[config.mk]
export PLATFORM = sky130hd
export DESIGN_NAME = matrix_mult_seq_ctrl
export DESIGN_NICKNAME = d
export VERILOG_FILES = /design/src/rtl/matrix_mult_seq_ctrl.sv
export SDC_FILE = /design/constraint.sdc
export NUM_CORES = 1
export LEC_CHECK = 0
export BUFFER_PORTS_ARGS = -buffer_cell sky130_fd_sc_hd__buf_2
export CORE_ASPECT_RATIO = 1.25
export CORE_MARGIN = 10
export CORE_UTILIZATION = 57
export CTS_BUF_LIST = sky130_fd_sc_hd__clkbuf_4 sky130_fd_sc_hd__clkbuf_8
export CTS_CLUSTER_SIZE = 40
export DETAILED_ROUTE_END_ITERATION = 6
export MAX_ROUTING_LAYER = met4
export PLACE_DENSITY_LB_ADDON = 0.25
export SYNTH_ARGS = -nofsm -noshare
export SYNTH_HDL_FRONTEND = slang
export SYNTH_SLANG_ARGS = --single-unit
[constraint.sdc]
create_clock -name clk -period 7.15 [get_ports clk]
set_input_delay 0.715 -clock clk [delete_from_list [all_inputs] [get_ports clk]]
set_output_delay 0.715 -clock clk [all_outputs]
set_load 0.01 [all_outputs]
[src/rtl/matrix_mult_seq_ctrl.sv]
// rtl/matrix_mult_seq_ctrl.sv - sequential 3x3 matrix multiply, one MAC per cycle
// Operands and result move over valid/ready handshakes; an i/j/k index FSM drives a single multiplier.
module matrix_mult_seq_ctrl #(
   parameter int DW    = 4,
   parameter int ACC_W = 10
) (
   input  logic               clk,
   input  logic               rst_n,
   input  logic               in_valid,
   output logic               in_ready,
   input  logic [9*DW-1:0]    a_in,
   input  logic [9*DW-1:0]    b_in,
   output logic               out_valid,
   input  logic               out_ready,
   output logic [9*ACC_W-1:0] result,
   output logic               busy
);

   typedef enum logic [1:0] {
      ST_IDLE,
      ST_CALC,
      ST_DONE
   } state_t;

   state_t             state_q, state_d;
   logic [9*DW-1:0]    a_q, a_d;
   logic [9*DW-1:0]    b_q, b_d;
   logic [1:0]         i_q, i_d;
   logic [1:0]         j_q, j_d;
   logic [1:0]         k_q, k_d;
   logic [ACC_W-1:0]   acc_q, acc_d;
   logic [9*ACC_W-1:0] res_q, res_d;
   logic               in_ready_q, in_ready_d;
   logic               out_valid_q, out_valid_d;
   logic               busy_q, busy_d;

   logic [3:0]         a_idx, b_idx, c_idx;
   logic [DW-1:0]      a_el, b_el;
   logic [2*DW-1:0]    prod;
   logic [ACC_W-1:0]   mac_sum;

   // Flat row-major element numbers; element e sits at bit offset (8-e)*width.
   assign a_idx = {2'b00, i_q} * 4'd3 + {2'b00, k_q};
   assign b_idx = {2'b00, k_q} * 4'd3 + {2'b00, j_q};
   assign c_idx = {2'b00, i_q} * 4'd3 + {2'b00, j_q};

   always_comb begin
      a_el = '0;
      b_el = '0;
      for (int e = 0; e < 9; e++) begin
         if (a_idx == 4'(e)) a_el = a_q[(8-e)*DW +: DW];
         if (b_idx == 4'(e)) b_el = b_q[(8-e)*DW +: DW];
      end
   end

   assign prod    = {{DW{1'b0}}, a_el} * {{DW{1'b0}}, b_el};
   assign mac_sum = acc_q + ACC_W'(prod);

   always_comb begin
      state_d = state_q;
      a_d     = a_q;
      b_d     = b_q;
      i_d     = i_q;
      j_d     = j_q;
      k_d     = k_q;
      acc_d   = acc_q;
      res_d   = res_q;
      case (state_q)
         ST_IDLE: begin
            if (in_valid) begin
               a_d     = a_in;
               b_d     = b_in;
               i_d     = 2'd0;
               j_d     = 2'd0;
               k_d     = 2'd0;
               acc_d   = '0;
               state_d = ST_CALC;
            end
         end
         ST_CALC: begin
            if (k_q != 2'd2) begin
               acc_d = mac_sum;
               k_d   = k_q + 2'd1;
            end else begin
               for (int e = 0; e < 9; e++) begin
                  if (c_idx == 4'(e)) res_d[(8-e)*ACC_W +: ACC_W] = mac_sum;
               end
               acc_d = '0;
               k_d   = 2'd0;
               if (j_q == 2'd2) begin
                  j_d = 2'd0;
                  if (i_q == 2'd2) begin
                     i_d     = 2'd0;
                     state_d = ST_DONE;
                  end else begin
                     i_d = i_q + 2'd1;
                  end
               end else begin
                  j_d = j_q + 2'd1;
               end
            end
         end
         ST_DONE: begin
            if (out_ready) state_d = ST_IDLE;
         end
         default: state_d = ST_IDLE;
      endcase
      // Handshake flags are registered copies of the next-state decode.
      in_ready_d  = (state_d == ST_IDLE);
      out_valid_d = (state_d == ST_DONE);
      busy_d      = (state_d != ST_IDLE);
   end

   always_ff @(posedge clk) begin
      if (!rst_n) begin
         state_q     <= ST_IDLE;
         a_q         <= '0;
         b_q         <= '0;
         i_q         <= 2'd0;
         j_q         <= 2'd0;
         k_q         <= 2'd0;
         acc_q       <= '0;
         res_q       <= '0;
         in_ready_q  <= 1'b1;
         out_valid_q <= 1'b0;
         busy_q      <= 1'b0;
      end else begin
         state_q     <= state_d;
         a_q         <= a_d;
         b_q         <= b_d;
         i_q         <= i_d;
         j_q         <= j_d;
         k_q         <= k_d;
         acc_q       <= acc_d;
         res_q       <= res_d;
         in_ready_q  <= in_ready_d;
         out_valid_q <= out_valid_d;
         busy_q      <= busy_d;
      end
   end

   assign in_ready  = in_ready_q;
   assign out_valid = out_valid_q;
   assign busy      = busy_q;
   assign result    = res_q;

endmodule
==> results.txt <==
----------------------------------------------------
[Yosys]
  Most frequently used cell type in the post-synthesis netlist ... sky130_fd_sc_hd__nand2_1
  Distinct cells, synth ... 67
  Number of register bits inferred by synthesis ... approximately 180
  Post-synth EDFFs ... 0
  Cells taking the most area after synthesis ... sky130_fd_sc_hd__dfxtp_1 43%, sky130_fd_sc_hd__nand2_1 9.6%, sky130_fd_sc_hd__a21oi_1 5.1%
  Share of the yosys chip area belonging to registers ... about 43%
  Top-area cell type share of the netlist area ... around 43%
  Gate Count Post-Synth ... between 1,000 and 1,500
  Cell Area, Synth ... around 8600 sq um
  Count of yosys warnings during synthesis ... 0
  Commonest cells in the netlist ... 220 x sky130_fd_sc_hd__nand2_1, 183 x sky130_fd_sc_hd__dfxtp_1, 87 x sky130_fd_sc_hd__a21oi_1, 48 x sky130_fd_sc_hd__nand3_1, 47 x sky130_fd_sc_hd__o21ai_0
  Main flop type after synthesis ... sky130_fd_sc_hd__dfxtp_1
  Most area-hungry cell type in the Yosys netlist ... sky130_fd_sc_hd__dfxtp_1
  Asr flop ratio synth ... 0%
  Synth Net Count ... 1,140
  Per-instance average area after synthesis ... around 8.4 sq um

[Detailed routing]
  Antenna Violating Nets Remaining ... 0
  Via density per instance ... approximately 5.5
  Post-route DRC violation count ... 0
  First-pass iteration count of the detailed router ... 5
  Routed wire length ... 22.2 mm
  Average wire per standard cell ... between 15 and 20 um
  Number of vias in the routed layout ... between 7,000 and 8,000
  First DRT Iteration DRCs ... around 550

[CTS]
  Deepest level of the CTS H-tree ... 4
  Cts hold-fix bufs ... 0
  Cts bufs inserted ... 17
  Clock tree buffer depth ... 2
  Number of clock sinks ... around 180
  Clock transition at the registers of the reported paths ... around 0.090 ns
  Clock root buffer master ... sky130_fd_sc_hd__clkbuf_8
  CTS tree ... done
  Worst-Skew Late Latency ... 0.47 ns

[Setup path]
  Bufs and invs on worst path ... 3
  Peak per-stage delay on the critical path ... slightly above 0.7 ns
  Reg2reg start ... k_q[1]$_SDFFE_PN0P_
  Cell at the slowest stage of the critical path ... sky130_fd_sc_hd__fa_2
  Category of the worst setup path capture point ... flop
  Cell with the most instances on the worst path ... sky130_fd_sc_hd__fa_1
  List of cells traversed by the critical path ... inv_1, fa_1, inv_1, ha_1, fa_2, nor2_1, o22ai_1, a21oi_1, o32a_1, o31a_1, or3_1, fa_1, fa_1, fa_1, inv_1, ha_1, a21o_1, a21oi_1, o21bai_1, a31oi_1, mux2_2, o21ai_0
  CP arrival ... about 7.1 ns
  Terminus of the critical flop-to-flop path ... result[59]$_SDFFE_PN0P_
  Category of the most critical setup path ... reg2reg
  Highest net fanout along the worst path ... 14
  Gate family responsible for the most delay along the worst path ... adder cells
  Slack of the worst reg-to-reg path ... just over 0.4 ns
  Crit start category ... flop
  Worst R2R Path Depth ... 22
  Data required time of the worst path ... 7.53 ns

[STA]
  RSZ-0062 raised after global routing ... false
  Hold Slack ... 0.458 ns
  Final TNS setup ... 0 ns
  Crit share post-route ... 94.3%
  Setup skew after layout ... around 0.011 ns
  Count of final setup violators ... 0
  Slew @ Worst Pin ... 0.833 ns
  Headroom to the max-slew limit ... approximately 44%
  Max Transition Viols Final ... 0
  Top achievable clock speed ... 148 MHz
  Post-route minimum period ... a little under 7 ns
  Hold Fails Final Rpt ... 0

[Global route]
  Met1 demand-to-capacity share in global routing ... 25.6%
  Global Route met3 Usage ... 4.48%
  Global routing's busiest layer ... met2
  Met2 Use GR ... 36.5%
  Largest net degree at the start of global routing ... roughly 80
  Global route total overflow ... 0
  Number of antenna violations at the first check in global routing ... 0
  Via count of the first global-routing pass ... just over 7,000
  Global-route total usage across every layer ... about 22%
  Global-route wire length before repair ... about 36 mm

[Placement]
  IO Port Bufs ... ~170
  Final RePlAce weighted congestion ... 0.921
  Number of placed instances, taps included ... 1,313
  Dpl hpwl ... approximately 16 mm

[Power and ir drop]
  Sw frac ... about 26%
  Combinational share of power ... 9.9%
  Part of the total power dissipated in sequential elements ... 53.3%
  Cell internal power dissipation ... approximately 1.5 mW
  Reported leakage power ... between 4 and 5 nW
  Pwr/cell area ... roughly 200 nW/um^2
  Net switching power ... between 0.5 and 0.6 mW
  IR Drop Worst-Case VDD ... approximately 0.12 mV
  Part of the power in the clock network ... between 30% and 40%

[Floorplanning]
  Die boundary width ... ~130 um
  Site Rows ... 50
  Floorplan Core Area ... ~15,000 sq um
  Die Outline Area ... 20,400 sq um
  Number of primary I/O pins ... between 150 and 200
  Die Ht ... 157 um
  Initial standard-cell utilization of the core ... between 50% and 60%

[Layout]
  Layout Cells excl Fill ... around 1,300
  Synthesis-to-layout area growth ... 15.0%
  Number of fill cells in the layout ... 1,297
  Ratio of cells with drive above 1 in the final layout ... 20.7%
  Total area of multi-input combinational cells ... around 4500 sq um
  Layout net count ... about 1,300
  Number of antenna cells inserted ... 0
  Area taken by flip-flops and latches ... 3660 sq um

[Min path]
  Worst hold path stage count ... 2
  Launch instance of the worst min-delay path ... b_q[31]$_SDFFE_PN0P_
  End of the worst hold path ... b_q[31]$_SDFFE_PN0P_
  Worst Hold Class ... reg2reg

[Run]
  Max-Cap Viols ... 0

[Outcome]
  Status ... complete, no violations

----------------------------------------------------
kinds of logic after synthesis:
family | synth area share (%)
DFF | 42.7
adders and majority gates | 7.71
AOI/OAI and AO/OA | 17.3
buffers and inverters | 5.34
and+or+nand+nor | 21.8
muxes | 4.33
xor gates and xnor gates | 0.803
routing by layer:
metal,vias to the layer above,wire (um)
met4,0,681
met1,3420,9460
li1,3732,-
met2,226,10800
met5,-,0
met3,53,1240
layout make-up:
cell class	instances	area share (%)
multi-input cells	727	45.4
flip-flops and latches	183	37.1
repair buffers	178	9.29
clock buffers	19	2.65
well taps	182	2.31
inverters	43	1.64
clock inverters	12	1.52
placed cells by master (no fill, tap or decap), drive strengths merged, types with 5 or more instances in the layout:
| master | count |
|---|---|
| or2 | 6 |
| a32o | 6 |
| a22oi | 12 |
| nand3 | 49 |
| nor2 | 44 |
| and2 | 5 |
| nand2 | 220 |
| o211ai | 7 |
| or3 | 5 |
| a32oi | 6 |
| nor2b | 23 |
| a21boi | 22 |
| clkbuf | 19 |
| nor3 | 21 |
| a211oi | 5 |
| o211a | 5 |
| mux2i | 30 |
| nand2b | 11 |
| inv | 45 |
| fa | 13 |
| dfxtp | 183 |
| ha | 32 |
| buf | 178 |
| a21oi | 89 |
| a31oi | 11 |
| nor3b | 5 |
| o21ai | 53 |
flip-flops by register name, summed over array words and instances (netlist names):
register,count
result,90
a_q,36
b_q,36
acc_q,10
i_q,2
j_q,2
k_q,2
state_q,2
busy,1
in_ready,1
out_valid,1
worst min-delay path: cells and delay by family, from the launching register on:
| family | cells | cell delay (ns) |
|---|---|---|
| DFF | 1 | 0.32 |
| AOI/OAI and AO/OA | 1 | 0.05 |
| and+or+nand+nor | 1 | 0.05 |
metrics by stage:
step           instance area [sq um]  setup slack (ns)  power [mW]  utilization (%)
3_3_place_gp                    9420             0.452        1.28             63.3
2_1_floorplan                   8570             0.975        1.21                -
5_1_grt                         9860            0.0333        2.07             66.2
3_5_place_dp                    9420             0.241        1.28             63.3
6_report                        9860             0.407        1.99             66.2
4_1_cts                         9840             0.202        2.00             66.1
power groups by stage:
| stage | clock [mW] | combinational (mW) | sequential [mW] |
|---|---|---|---|
| after global routing | 0.781 | 0.221 | 1.06 |
| after floorplan | 0 | 0.133 | 1.08 |
| after detailed placement | 0 | 0.195 | 1.08 |
| after global placement | 0 | 0.193 | 1.08 |
| final | 0.733 | 0.197 | 1.06 |
| after CTS | 0.744 | 0.197 | 1.06 |
worst max path at each step:
stage / slack (ns) / depth (start not counted) / end / from
2_1_floorplan: 0.97 / 22 / acc_q[7]$_SDFFE_PN0P_ / k_q[1]$_SDFFE_PN0P_
3_3_place_gp: 0.45 / 20 / result[47]$_SDFFE_PN0P_ / k_q[1]$_SDFFE_PN0P_
5_1_grt: 0.03 / 22 / result[59]$_SDFFE_PN0P_ / k_q[1]$_SDFFE_PN0P_
4_1_cts: 0.20 / 20 / result[67]$_SDFFE_PN0P_ / k_q[1]$_SDFFE_PN0P_
3_5_place_dp: 0.24 / 19 / result[8]$_SDFFE_PN0P_ / k_q[1]$_SDFFE_PN0P_
6_report: 0.41 / 22 / result[59]$_SDFFE_PN0P_ / k_q[1]$_SDFFE_PN0P_
repair_timing:
item,in CTS,in global routing
buffers inserted,0,0
resized for setup,0,4
endpoints found under the setup margin,0,32
Note: power is estimated with default switching activity, not from simulation.
